[src/rtl/mac_tx_sched.sv]
// Time-aware transmit scheduler: prefetches TTE / best-effort frame pointers
// into one-entry heads and hands one descriptor at a time to the GMII MAC.
// TTE has strict priority; BE is held out of the TTE window and out of the
// tail of the period when its frame would not finish before the window opens.

// Per-class pointer prefetch head with length/guard evaluation.
module mac_tx_sched_pfq #(
    parameter int CYCLE_LEN = 100000,
    parameter int TTE_WIN   = 20000,
    parameter int BYTE_CYC  = 8,
    parameter int IFG_CYC   = 160,
    parameter int CW        = 20,
    parameter bit IS_TTE    = 1'b0
) (
    input  logic          clk,
    input  logic          rstn,
    input  logic          run,
    input  logic [CW-1:0] cnt,
    input  logic [CW-1:0] cnt_eff,
    input  logic          empty,
    input  logic [15:0]   din,
    input  logic          clr,
    output logic          rd,
    output logic [15:0]   hd_ptr,
    output logic          elig_dec,
    output logic          blk
);
    typedef struct packed {
        logic        vld;
        logic [15:0] ptr;
    } head_t;

    localparam logic [CW:0] CL_W = (CW+1)'(CYCLE_LEN);

    head_t       hd;
    logic        rd_q;
    logic        eff_vld;
    logic [11:0] eff_len;

    // Wire time needed on the line for one frame, runts padded to 60 bytes.
    function automatic logic [CW-1:0] calc_need(input logic [11:0] len);
        logic [11:0] l;
        logic [47:0] p;
        l = (len < 12'd60) ? 12'd60 : len;
        p = 48'(l) * 48'(BYTE_CYC) + 48'(IFG_CYC);
        calc_need = (p > 48'({CW{1'b1}})) ? {CW{1'b1}} : p[CW-1:0];
    endfunction

    // Outside the TTE window and the frame finishes before the period wraps.
    function automatic logic fits(input logic [CW-1:0] c, input logic [CW-1:0] need);
        logic [CW:0] rem;
        rem  = CL_W - {1'b0, c};
        fits = (c >= CW'(TTE_WIN)) && (rem >= {1'b0, need});
    endfunction

    // One pop in flight at most: the pop issued last cycle blocks a new one.
    assign rd = run & ~hd.vld & ~empty & ~rd_q;

    // Head register: loads the popped word, cleared when the MAC takes it.
    always_ff @(posedge clk or negedge rstn) begin
        if (!rstn) begin
            rd_q <= 1'b0;
            hd   <= '0;
        end else begin
            rd_q <= rd;
            if (clr) begin
                hd.vld <= 1'b0;
            end else if (rd_q) begin
                hd.vld <= 1'b1;
                hd.ptr <= din;
            end
        end
    end

    // The word arriving this cycle counts as the head for the grant decision.
    assign eff_vld  = hd.vld | rd_q;
    assign eff_len  = rd_q ? din[11:0] : hd.ptr[11:0];
    assign hd_ptr   = hd.ptr;
    assign elig_dec = IS_TTE ? eff_vld : (eff_vld & fits(cnt_eff, calc_need(eff_len)));
    assign blk      = IS_TTE ? 1'b0 : (hd.vld & ~fits(cnt, calc_need(hd.ptr[11:0])));
endmodule

// Scheduler top: schedule counter, two prefetch heads, grant FSM.
module mac_tx_sched #(
    parameter int CYCLE_LEN = 100000,
    parameter int TTE_WIN   = 20000,
    parameter int BYTE_CYC  = 8,
    parameter int IFG_CYC   = 160,
    parameter int CW        = 20
) (
    input  logic        clk,
    input  logic        rstn,
    input  logic        cycle_start,
    input  logic        tte_ptr_empty,
    input  logic [15:0] tte_ptr_din,
    output logic        tte_ptr_rd,
    input  logic        be_ptr_empty,
    input  logic [15:0] be_ptr_din,
    output logic        be_ptr_rd,
    output logic        desc_valid,
    input  logic        desc_ready,
    output logic [15:0] desc_ptr,
    output logic        desc_tte,
    input  logic        tx_done,
    output logic        win_open,
    output logic        guard_block
);
    localparam int NCLS = 2;
    localparam int BE   = 0;
    localparam int TTE  = 1;

    typedef enum logic [1:0] {IDLE, GRANT, BUSY, IFG} state_t;

    state_t                   state, state_nxt;
    logic                     gnt_tte, gnt_nxt;
    logic [CW-1:0]            ifg_cnt, ifg_nxt;
    logic [CW-1:0]            cnt, cnt_eff;
    logic                     run_q;

    logic [NCLS-1:0]          cls_empty, cls_rd, cls_elig, cls_blk, cls_clr;
    logic [NCLS-1:0][15:0]    cls_din, cls_ptr;

    // Schedule counter; cycle_start resynchronises the period.
    always_ff @(posedge clk or negedge rstn) begin
        if (!rstn) begin
            cnt   <= '0;
            run_q <= 1'b0;
        end else begin
            run_q <= 1'b1;
            if (cycle_start)                    cnt <= '0;
            else if (cnt == CW'(CYCLE_LEN - 1)) cnt <= '0;
            else                                cnt <= cnt + 1'b1;
        end
    end

    // A sync pulse seen in IDLE is evaluated as if the period already restarted.
    assign cnt_eff = cycle_start ? '0 : cnt;

    assign cls_empty = {tte_ptr_empty, be_ptr_empty};
    assign cls_din   = {tte_ptr_din, be_ptr_din};

    for (genvar g = 0; g < NCLS; g++) begin : g_cls
        mac_tx_sched_pfq #(
            .CYCLE_LEN (CYCLE_LEN),
            .TTE_WIN   (TTE_WIN),
            .BYTE_CYC  (BYTE_CYC),
            .IFG_CYC   (IFG_CYC),
            .CW        (CW),
            .IS_TTE    (g == TTE)
        ) u_pfq (
            .clk      (clk),
            .rstn     (rstn),
            .run      (run_q),
            .cnt      (cnt),
            .cnt_eff  (cnt_eff),
            .empty    (cls_empty[g]),
            .din      (cls_din[g]),
            .clr      (cls_clr[g]),
            .rd       (cls_rd[g]),
            .hd_ptr   (cls_ptr[g]),
            .elig_dec (cls_elig[g]),
            .blk      (cls_blk[g])
        );
    end

    // FSM state, granted class and inter-frame gap counter.
    always_ff @(posedge clk or negedge rstn) begin
        if (!rstn) begin
            state   <= IDLE;
            gnt_tte <= 1'b0;
            ifg_cnt <= '0;
        end else begin
            state   <= state_nxt;
            gnt_tte <= gnt_nxt;
            ifg_cnt <= ifg_nxt;
        end
    end

    // Grant decision only in IDLE; an issued grant is never revoked.
    always_comb begin
        state_nxt = state;
        gnt_nxt   = gnt_tte;
        ifg_nxt   = ifg_cnt;
        cls_clr   = '0;
        case (state)
            IDLE: begin
                ifg_nxt = '0;
                if (cls_elig[TTE]) begin
                    state_nxt = GRANT;
                    gnt_nxt   = 1'b1;
                end else if (cls_elig[BE]) begin
                    state_nxt = GRANT;
                    gnt_nxt   = 1'b0;
                end
            end
            GRANT: begin
                if (desc_ready) begin
                    cls_clr[gnt_tte ? TTE : BE] = 1'b1;
                    state_nxt = BUSY;
                end
            end
            BUSY: begin
                ifg_nxt = '0;
                if (tx_done) state_nxt = IFG;
            end
            IFG: begin
                if (ifg_cnt == CW'(IFG_CYC - 1)) state_nxt = IDLE;
                else                             ifg_nxt   = ifg_cnt + 1'b1;
            end
            default: state_nxt = IDLE;
        endcase
    end

    assign tte_ptr_rd  = cls_rd[TTE];
    assign be_ptr_rd   = cls_rd[BE];
    assign desc_valid  = (state == GRANT);
    assign desc_tte    = desc_valid & gnt_tte;
    assign desc_ptr    = desc_valid ? cls_ptr[gnt_tte ? TTE : BE] : 16'h0000;
    assign win_open    = run_q & (cnt < CW'(TTE_WIN));
    assign guard_block = |cls_blk;
endmodule

[config.mk]
export PLATFORM = sky130hd
export DESIGN_NAME = mac_tx_sched
export DESIGN_NICKNAME = d
export VERILOG_FILES = /design/src/rtl/mac_tx_sched.sv
export SDC_FILE = /design/constraint.sdc
export NUM_CORES = 1
export LEC_CHECK = 0
export CAP_MARGIN = 0
export CORE_MARGIN = 2
export CORE_UTILIZATION = 40
export CTS_CLUSTER_SIZE = 14
export DETAILED_ROUTE_END_ITERATION = 12
export PLACE_DENSITY = 0.63
export SLEW_MARGIN = 20
export SYNTH_ARGS = -nofsm -noshare
export SYNTH_HDL_FRONTEND = slang
export SYNTH_HIERARCHICAL = 1
export SYNTH_SLANG_ARGS = --single-unit
[constraint.sdc]
create_clock -name clk -period 5.5 [get_ports clk]
set_input_delay 1.65 -clock clk [delete_from_list [all_inputs] [get_ports clk]]
set_output_delay 1.65 -clock clk [all_outputs]
set_load 0.005 [all_outputs]
==> results by group <==
Status
  – Outcome: complete, but fails checks
  – Violated checks: negative setup slack

Cells and area
  – Layout area overhead: 22.92%
  – Inserted Diodes: 0
  – Nets: 850
  – Final Util: 0.5003
  – Share of cells above drive strength 1: 0.2263
  – Fillers: 1,459

Placement
  – PortBufs: 60
  – GP Congestion: 0.8802
  – DPL Wire Length: 11,390 um
  – DP Worst Slack: -0.7302 ns

Job
  – Max-cap violations: 0

Worst setup path
  – Crit Path Max Fanout: 4
  – CP Cell Sequence: or4_4 > or3_4 > nand2b_4 > ha_4 > o21ai_2 > nand2_1 > and3_4 > buf_4 > nand3_1 > xor2_1 > ha_1 > a21o_1 > a211oi_1 > o41ai_1 > or3b_1 > a221oi_2 > or2_4 > buf_6
  – Worst-path cell with the longest stage delay: or4_4
  – Max incr delay on CP: 0.53 ns
  – Type of the worst setup path: flop to output port
  – Setup crit end kind: output port
  – Crit path DAT: 4.32 ns
  – Setup crit start kind: flop
  – Worst Path Required: 3.85 ns

Die
  – Top-level I/O count: 61
  – Die W: 130.9 um
  – FP Rows: 46
  – DIE AREA: 17,140 um^2
  – Die Y: 130.9 um
  – Initial core utilization: 0.4070
  – Core Region: 15,830 um^2

Clock tree
  – CTS H-tree lvls: 3
  – Worst-path clk slew: 0.06 ns
  – Clock Tree Root: clkbuf_16
  – CTS buffer count: 9
  – Clock latency on the worst-skew pair: 0.35 ns
  – Clk sinks: 80
  – CTS Hold Buffers Added: 0
  – CTS tree: yes
  – Clock Tree Buf Depth: 2

Yosys
  – Avg Inst Size Synth: 9.230 um^2
  – Warning count from the yosys run: 6
  – Seq/Total Area, Yosys: 0.3107
  – Register bit total from synthesis: 80
  – Syn Nets: 771
  – Number of synthesized flops with an enable pin: 0
  – Synthesized area: 6442 um^2
  – Cells after Synth: 698
  – Yosys cell types: 74
  – Ys flop type: dfrtp_1
  – Ys async rst share: 1.000

Detailed routing
  – DR pass1 iterations: 5
  – First DRT Iteration DRCs: 258
  – # DRC: 0
  – DRT antenna net count: 0
  – Total number of vias: 5,472
  – Vias/cell: 5.483
  – Wire per inst: 15.52 um
  – Drt total wl: 15,490 um

Timing
  – Slew of the pin with the lowest slew margin: 0.9950 ns
  – RSZ-0062 raised after global routing: true
  – Clk_skew: 0.01012 ns
  – Hold Fails Final Rpt: 0
  – Final setup fails: 1
  – Final worst slack: -0.4713 ns
  – Slew headroom: 0.3367
  – Final worst path period need: 5.971 ns
  – Slew Viols, Final: 0
  – Final worst path period share: 1.086
  – Max Fclk: 167.5 MHz

Pwr
  – Pwr Density: 398.6 nW/um^2
  – Pwr Total: 3.157 mW
  – Cell leakage power: 3.451 nW
  – VDD IR-drop max: 0.1857 mV

Global routing
  – Vias in the first global route: 5,276
  – Largest net degree at the start of global routing: 81
  – Congestion Overflow GR: 0
  – Total GRT Usage: 0.1882
  – Initial antenna violation count: 0
  – First-pass GRT wire length: 25,760 um

Min path
  – Hold crit path type: flop to flop
==> state kept, by name (all words and copies together) (netlist names) <==
register	count
run_q	1
cnt	20
gnt_tte	1
g_cls.u_pfq/hd	2
g_cls.u_pfq/rd_q	2
state	2
g_cls.u_pfq/hd_ptr	32
ifg_cnt	20
==> per-layer routing <==
| layer | track usage | routed length, um |
|---|---|---|
| met5 | 0 | 0 |
| met1 | 0.2620 | 7398 |
| met4 | 0.06195 | 229 |
| met2 | 0.2999 | 7070 |
| met3 | 0.02972 | 788 |
==> stage by stage <==
step	std cells	TNS [ns]	area, um^2	hold slack (ns)
after detailed placement	974	-2.319	7397	0.4951
after CTS	995	-0.5353	7846	0.5106
after floorplan	698	0	6480	0.4591
after global placement	974	-1.711	7397	0.4885
final	998	-0.4713	7919	0.5067
after global routing	998	-0.6049	7919	0.5174
==> report_power, final <==
group	total [mW]	leakage, nW	switching [mW]	internal [mW]
Sequential	0.848	1.03	0.112	0.736
Combinational	1.69	2.28	0.796	0.896
Clock	0.616	0.147	0.259	0.356
==> repair_timing <==
action | 4_1_cts | 5_1_grt
setup buffers | 5 | 3
gates cloned | 0 | 0
resized for setup | 35 | 10
pin swaps | 26 | 19
setup endpoints to repair | 3 | 3
==> final timing paths <==
path	startpoint	end	slack (ns)	cells past startpoint
worst max register to register	g_cls[0].u_pfq/hd_ptr[11]	state[1]	1.28	21
min in group asynchronous	rstn	g_cls[1].u_pfq/hd_ptr[1]	1.32	1
worst max-delay path	g_cls[0].u_pfq/hd_ptr[11]	guard_block	-0.47	18
max in group asynchronous	rstn	cnt[3]	3.65	1
worst min-delay path	g_cls[1].u_pfq/hd_ptr[6]	g_cls[1].u_pfq/hd_ptr[6]	0.51	1
worst min register to register	g_cls[1].u_pfq/hd_ptr[6]	g_cls[1].u_pfq/hd_ptr[6]	0.51	1
==> layout by cell type, fill, tap and decap left out, types with 10 or more instances in the layout <==
master / count
nor3_1: 20
nand3_1: 37
ha_1: 31
mux2_2: 25
mux2i_1: 31
nor4_1: 17
inv_1: 12
a21oi_1: 14
buf_4: 71
xnor2_1: 33
dfrtp_1: 80
mux2_4: 10
clkdlybuf4s50_1: 55
nand4_1: 17
o21ai_0: 19
nand2_1: 36
nor2b_1: 42
xor2_1: 18
nor2_1: 44
==> final cells by class <==
cell class	count	area, um^2	area share
Timing Repair Buffer	132	1146	0.1447
Clock buffer	9	225.2	0.02844
Clock inverter	7	77.57	0.009796
Multi-Input combinational cell	540	4145	0.5235
Inverter	14	52.55	0.006636
Sequential cell	80	2002	0.2528
Tap cell	216	270.3	0.03413
==> logic make-up (layout without fill, tap and decap cells) <==
logic type                 after synthesis  after routing  share of synthesized area
AOI/OAI and AO/OA                      107            107                     0.1208
xor gates and xnor gates                53             53                    0.07205
adders and majority gates               34             34                    0.06603
buffers and inverters                   78            162                    0.07516
DFF                                     80             80                     0.3107
muxes                                   66             66                     0.1152
other                                    2              2                   0.001166
and+or+nand+nor                        278            278                     0.2389
==> cells in the mapped netlist (all sizes together) (3+ instances only) <==
master  instances  share of area
a211oi          7         0.0082
a21o            5         0.0058
a21oi          14          0.011
a31o            6         0.0082
a31oi           8         0.0078
and2            7         0.0070
and3            8         0.0078
and4            6         0.0084
buf            50          0.059
clkbuf         14         0.0082
dfrtp          80           0.31
ha             34          0.066
inv            13         0.0076
mux2           35          0.067
mux2i          31          0.048
nand2          38          0.022
nand2b          4         0.0039
nand3          37          0.029
nand4          17          0.017
nor2           46          0.027
nor2b          45          0.045
nor3           22          0.017
nor3b           3         0.0035
nor4           19          0.020
o211ai          4         0.0047
o21ai          24          0.019
o31ai           6         0.0070
o41ai           8          0.013
or2             3         0.0029
or3             9         0.0087
or4             5         0.0058
xnor2          35          0.048
xor2           18          0.024
==> worst max-delay path, delay by kind of cell, from the launching register on <==
kind                     cells  cell delay, ns
buffers and inverters        2            0.19
AO/OA/AOI/OAI                5            0.96
adder cells (fa/ha/maj)      2            0.32
flip-flops                   1            0.38
AND/OR/NAND/NOR              8            1.97
XOR/XNOR                     1            0.16
(Power assumes the default switching activity.)
